$ cat src/rtl/instruction_fetch_stage.sv
// Instruction fetch stage: issues one outstanding memory request at a time and
// presents the returned word to decode, with a one-entry hold buffer for decode stalls.
module instruction_fetch_stage #(
  parameter logic [31:0] NOP  = 32'h00000013,
  parameter logic        HIGH = 1'b1,
  parameter logic        LOW  = 1'b0
) (
  input  logic        CLK,
  input  logic        RST,
  input  logic [31:0] PC,
  input  logic        PC_VALID,
  input  logic        CLEAR_INSTRUCTION_FETCH_STAGE,
  input  logic        STALL_INSTRUCTION_FETCH_STAGE,
  output logic        IMEM_REQ,
  output logic [31:0] IMEM_ADDR,
  input  logic        IMEM_READY,
  input  logic        IMEM_RVALID,
  input  logic [31:0] IMEM_RDATA,
  output logic        STALL_PROGRAME_COUNTER_STAGE,
  output logic [31:0] PC_FETCH,
  output logic [31:0] INSTRUCTION,
  output logic        INSTRUCTION_VALID,
  output logic [1:0]  DEBUG_STATE,
  output logic        DEBUG_HOLD_VALID
);

  localparam logic [1:0] S_IDLE  = 2'b00;
  localparam logic [1:0] S_WAIT  = 2'b01;
  localparam logic [1:0] S_DRAIN = 2'b10;

  logic [1:0]  state;
  logic [1:0]  state_next;
  logic [31:0] req_pc;
  logic        hold_valid;
  logic [31:0] hold_pc;
  logic [31:0] hold_instr;

  logic clear;
  logic stall;
  logic rsp_in_wait;
  logic consume;
  logic may_request;
  logic accept;

  assign clear = CLEAR_INSTRUCTION_FETCH_STAGE;
  assign stall = STALL_INSTRUCTION_FETCH_STAGE;

  // Handshake: a request transfers in any cycle where IMEM_REQ and IMEM_READY are
  // both high (REQ does not wait on READY); IMEM_RVALID is a single-cycle pulse
  // carrying the response to the one outstanding request and is never back-pressured.
  assign rsp_in_wait = (state == S_WAIT) && IMEM_RVALID && !clear;
  assign consume     = rsp_in_wait && !stall;
  assign may_request = (state == S_IDLE) || consume;

  assign IMEM_REQ  = PC_VALID && !clear && !RST && !hold_valid && may_request;
  assign IMEM_ADDR = PC;
  assign accept    = IMEM_REQ && IMEM_READY;

  assign STALL_PROGRAME_COUNTER_STAGE = RST || !(accept || clear);

  assign DEBUG_STATE      = state;
  assign DEBUG_HOLD_VALID = hold_valid;

  // A clear in DRAIN without a response keeps waiting for the abandoned reply;
  // the reply itself always returns the FSM to IDLE so it can never strand.
  always_comb begin
    state_next = state;
    case (state)
      S_IDLE: begin
        if (accept) state_next = S_WAIT;
      end
      S_WAIT: begin
        if (clear) state_next = IMEM_RVALID ? S_IDLE : S_DRAIN;
        else if (IMEM_RVALID) state_next = accept ? S_WAIT : S_IDLE;
      end
      S_DRAIN: begin
        if (IMEM_RVALID) state_next = S_IDLE;
      end
      default: state_next = S_IDLE;
    endcase
  end

  always_ff @(posedge CLK) begin
    if (RST) begin
      state             <= S_IDLE;
      req_pc            <= '0;
      hold_valid        <= LOW;
      hold_pc           <= '0;
      hold_instr        <= '0;
      INSTRUCTION_VALID <= LOW;
      INSTRUCTION       <= NOP;
      PC_FETCH          <= '0;
    end else begin
      state <= state_next;
      if (accept) req_pc <= PC;
      if (rsp_in_wait && stall) begin
        hold_pc    <= req_pc;
        hold_instr <= IMEM_RDATA;
      end
      // Buffer drain and a direct response cannot coincide: no request is
      // issued while the buffer is full.
      if (clear) begin
        INSTRUCTION_VALID <= LOW;
        INSTRUCTION       <= NOP;
        hold_valid        <= LOW;
      end else if (stall) begin
        if (rsp_in_wait) hold_valid <= HIGH;
      end else if (hold_valid) begin
        PC_FETCH          <= hold_pc;
        INSTRUCTION       <= hold_instr;
        INSTRUCTION_VALID <= HIGH;
        hold_valid        <= LOW;
      end else if (consume) begin
        PC_FETCH          <= req_pc;
        INSTRUCTION       <= IMEM_RDATA;
        INSTRUCTION_VALID <= HIGH;
      end else begin
        INSTRUCTION_VALID <= LOW;
        INSTRUCTION       <= NOP;
      end
    end
  end

endmodule

$ cat config.mk
export PLATFORM = sky130hd
export DESIGN_NAME = instruction_fetch_stage
export DESIGN_NICKNAME = d
export VERILOG_FILES = /design/src/rtl/instruction_fetch_stage.sv
export SDC_FILE = /design/constraint.sdc
export NUM_CORES = 1
export LEC_CHECK = 0
export BUFFER_PORTS_ARGS = -buffer_cell sky130_fd_sc_hd__buf_4
export CORE_MARGIN = 3
export CORE_UTILIZATION = 44
export CTS_CLUSTER_DIAMETER = 30
export DETAILED_ROUTE_END_ITERATION = 7
export PLACE_DENSITY_LB_ADDON = 0.1
export SYNTH_ARGS = -nofsm -noshare
export SYNTH_HDL_FRONTEND = slang
export SYNTH_SLANG_ARGS = --single-unit
$ cat constraint.sdc
create_clock -name CLK -period 1.8 [get_ports CLK]
set_clock_uncertainty 0.05 [all_clocks]
set_input_delay 0.36 -clock CLK [delete_from_list [all_inputs] [get_ports CLK]]
set_output_delay 0.36 -clock CLK [all_outputs]
set_load 0.05 [all_outputs]
==> metrics.csv <==
stage,metric,value,unit
pwr,Pleak,3.50,nW
sta,crit share post-route,1.06,
die,die span in y,137,microns
grt,vias in the first global route,6760,
die,num ports,173,
layout,ANT cells,0,
drt,via-per-instance ratio,5.89,
pwr,Sw Ratio,0.243,
layout,fillcell total,1455,
drt,drt first pass iters,5,
sta,Worst Tran Pin Value,0.481,ns
clocking,H-tree depth,4,
sta,slew margin rel.,0.679,
logic_synthesis,cell accounting for the most synthesized area,dfxtp_1,
grt,total grt overflow,0,
logic_synthesis,Netlist cell types,37,
sta,fmax,0.525,GHz
hold_path,Hold WC Path Type,in -> reg,
pwr,switching pwr,1.96,mW
logic_synthesis,syn_area_per_cell,8.68,sq um
logic_synthesis,Seq cells post-synth,164,
placement,Placement Cell Area,0.00894,sq mm
critical_path,Reg-to-Reg End,req_pc[15],
layout,fin area,0.00959,sq mm
placement,detailed placement HPWL,13.8,mm
grt,largest net degree at the start of global routing,82,
critical_path,Reg-to-Reg Start,DEBUG_STATE[1],
pwr,Logic pwr share,0.100,
pwr,sequential power share,0.456,
pwr,PwrDens,841,mW/mm^2
sta,RSZ-0062 raised after global routing,yes,
logic_synthesis,synthesized area,0.00751,sq mm
layout,ratio of cells with drive above 1 in the final layout,0.307,
critical_path,Critical Path AT,1.50,ns
placement,Routability Congestion,0.776,
layout,"commonest non-fill, non-tap cell in the layout",buf_4,
sta,worst setup margin,-0.106,ns
die,Die Wd,137,microns
placement,number of buffers added on ports,172,
die,Core Area,0.0166,sq mm
critical_path,"Max FO, Critical Path",2,
drt,wire length per cell,18.0,microns
drt,antenna-violating nets left,0,
logic_synthesis,Mapped Nets,936,
pwr,Clock power frac,0.444,
sta,fin crit period,1.91,ns
sta,Max Slew Vio Count,0,
clocking,root buffer cell,clkbuf_16,
flow_run,maxcap violations,0,
hold_path,Worst Hold End,req_pc[10],
pwr,worst vdd ir,0.651,mV
critical_path,Worst EP required,1.39,ns
clocking,hold buffer count at CTS,0,
drt,routed via count,7100,
layout,Final Core Density,0.576,
drt,# DRC,0,
run_status,run status,finished with violations,
logic_synthesis,synthesized netlist cell count,865,
clocking,CTS Sinks,164,
critical_path,Critical Path Start Type,register,
clocking,Longest Clk Path Bufs,2,
critical_path,CP Capture Type,output pin,
layout,most frequent cells in the layout,"buf_4, dfxtp_1, nand3_1",
drt,final WL,21.7,mm
drt,Initial DRC Count,611,
grt,total track usage,0.232,
layout,Area Growth Syn to Fin,27.8,%
logic_synthesis,Synth top area share,0.437,
logic_synthesis,top post-synthesis cells by area,"dfxtp_1, nand3_1, a21oi_1, mux2_2, a31oi_1",
clocking,clock-pin slew on the worst setup and hold paths,0.06,ns
die,Rows,47,
clocking,CTS tree,built,
critical_path,reg2reg setup slack,0.09,ns
die,total die area,0.0187,sq mm
run_status,failing checks,negative setup slack,
hold_path,Hold Path Stages,2,
sta,final setup violation count,3,
hold_path,hold path start,PC[10],
clocking,TritonCTS Buffers,17,
critical_path,WS Path Type,reg -> out,
logic_synthesis,Synth Warn #,0,
sta,count of final hold-check violations,0,
clocking,worst skew pair latency,0.42,ns
critical_path,reg2reg path depth,7,
grt,first-pass GRT wire length,34.7,mm
layout,Nets,1043,
pwr,P_int,6.11,mW
logic_synthesis,post-synthesis sequential area ratio,0.437,
grt,antenna violations before repair,0,
die,Initial Util,0.451,
how the worst max path moves through the flow:
stage | start | endpoint | slack (ns) | cells after the start
global placement | IMEM_RVALID | req_pc[31] | 0.06 | 6
global route | DEBUG_HOLD_VALID | STALL_PROGRAME_COUNTER_STAGE | -0.16 | 4
floorplan | DEBUG_HOLD_VALID | STALL_PROGRAME_COUNTER_STAGE | 0.05 | 5
CTS | DEBUG_STATE[1] | STALL_PROGRAME_COUNTER_STAGE | -0.13 | 4
detailed placement | IMEM_RVALID | req_pc[14] | 0.03 | 6
finish | DEBUG_STATE[1] | STALL_PROGRAME_COUNTER_STAGE | -0.11 | 4
Yosys cell counts:
cell type,number
o211ai_1,29
o21ai_0,68
a211oi_1,4
mux2i_1,6
o21a_1,32
buf_2,16
nor3_1,1
nand2_1,30
nor4bb_1,1
nor3b_2,1
nor2_2,1
nor3b_4,1
dfxtp_1,164
inv_2,1
mux2_2,39
o41ai_1,1
o2111a_1,1
buf_4,33
mux2_1,19
nand4bb_1,1
a21oi_1,95
clkinv_1,1
buf_6,2
nand3b_1,1
or2_2,1
buf_1,7
o211a_1,1
o2111ai_4,1
nand3_1,128
a31oi_1,64
and3b_1,1
nor2b_1,26
clkbuf_1,69
o21bai_1,1
nand2b_1,12
inv_1,1
nor2_1,5
worst max-delay path, cell delays in order, from the launching register on:
cell and delay [ns]:
dfxtp_4 0.35, nor3b_4 0.22, o2111a_2 0.27, o21bai_4 0.07, buf_6 0.17
area by class of cell:
cell class                 count  area, sq um  share of cell area
sequential                   164         3290               0.343
clock buffer                  23          478              0.0498
tap                          220          275              0.0287
timing repair buffer         215         1790               0.187
inverter                       3         15.0             0.00157
clock inverter                 9          101              0.0106
multi-input combinational    571         3640               0.379
kinds of logic after synthesis:
kind of cell / count (synthesis) / synth area share
flops: 164 / 0.437
simple gates: 210 / 0.146
mux: 64 / 0.0950
buf+inv: 130 / 0.0862
compound gates: 297 / 0.236
state kept, by name, summed over array words and instances, names as in the netlist:
name and count:
DEBUG_HOLD_VALID 1, DEBUG_STATE 2, INSTRUCTION 32, INSTRUCTION_VALID 1
PC_FETCH 32, hold_instr 32, hold_pc 32, req_pc 32
what timing repair did:
item                                    in CTS  in global routing
buffers inserted                             4                  1
pin swaps                                    3                  2
resized for setup                            8                  1
endpoints found under the setup margin       3                  3
metrics by stage:
stage	setup WS (ns)	cells	TNS [ns]	hold WS (ns)	power [mW]
final	-0.106	1205	-0.201	0.102	8.07
after global routing	-0.163	1205	-0.362	0.0896	8.34
after CTS	-0.131	1204	-0.257	0.0886	8.13
after detailed placement	0.0295	1168	0	0.406	4.56
after global placement	0.0571	1168	0	0.404	4.54
after floorplan	0.0492	865	0	0.382	4.25
power by group through the flow:
stage	sequential [mW]	clock, mW	combinational, mW
2_1_floorplan	3.77	0	0.478
4_1_cts	3.68	3.65	0.803
5_1_grt	3.69	3.80	0.855
6_report	3.68	3.58	0.804
3_3_place_gp	3.76	0	0.779
3_5_place_dp	3.77	0	0.789
routing by layer:
layer / vias up / global-route usage / share of wire
met5: - / 0 / 0
li1: 3331 / - / -
met3: 25 / 0.0445 / 0.073
met1: 3426 / 0.311 / 0.43
met4: 0 / 0.0756 / 0.013
met2: 318 / 0.376 / 0.48
(Power assumes the default switching activity.)
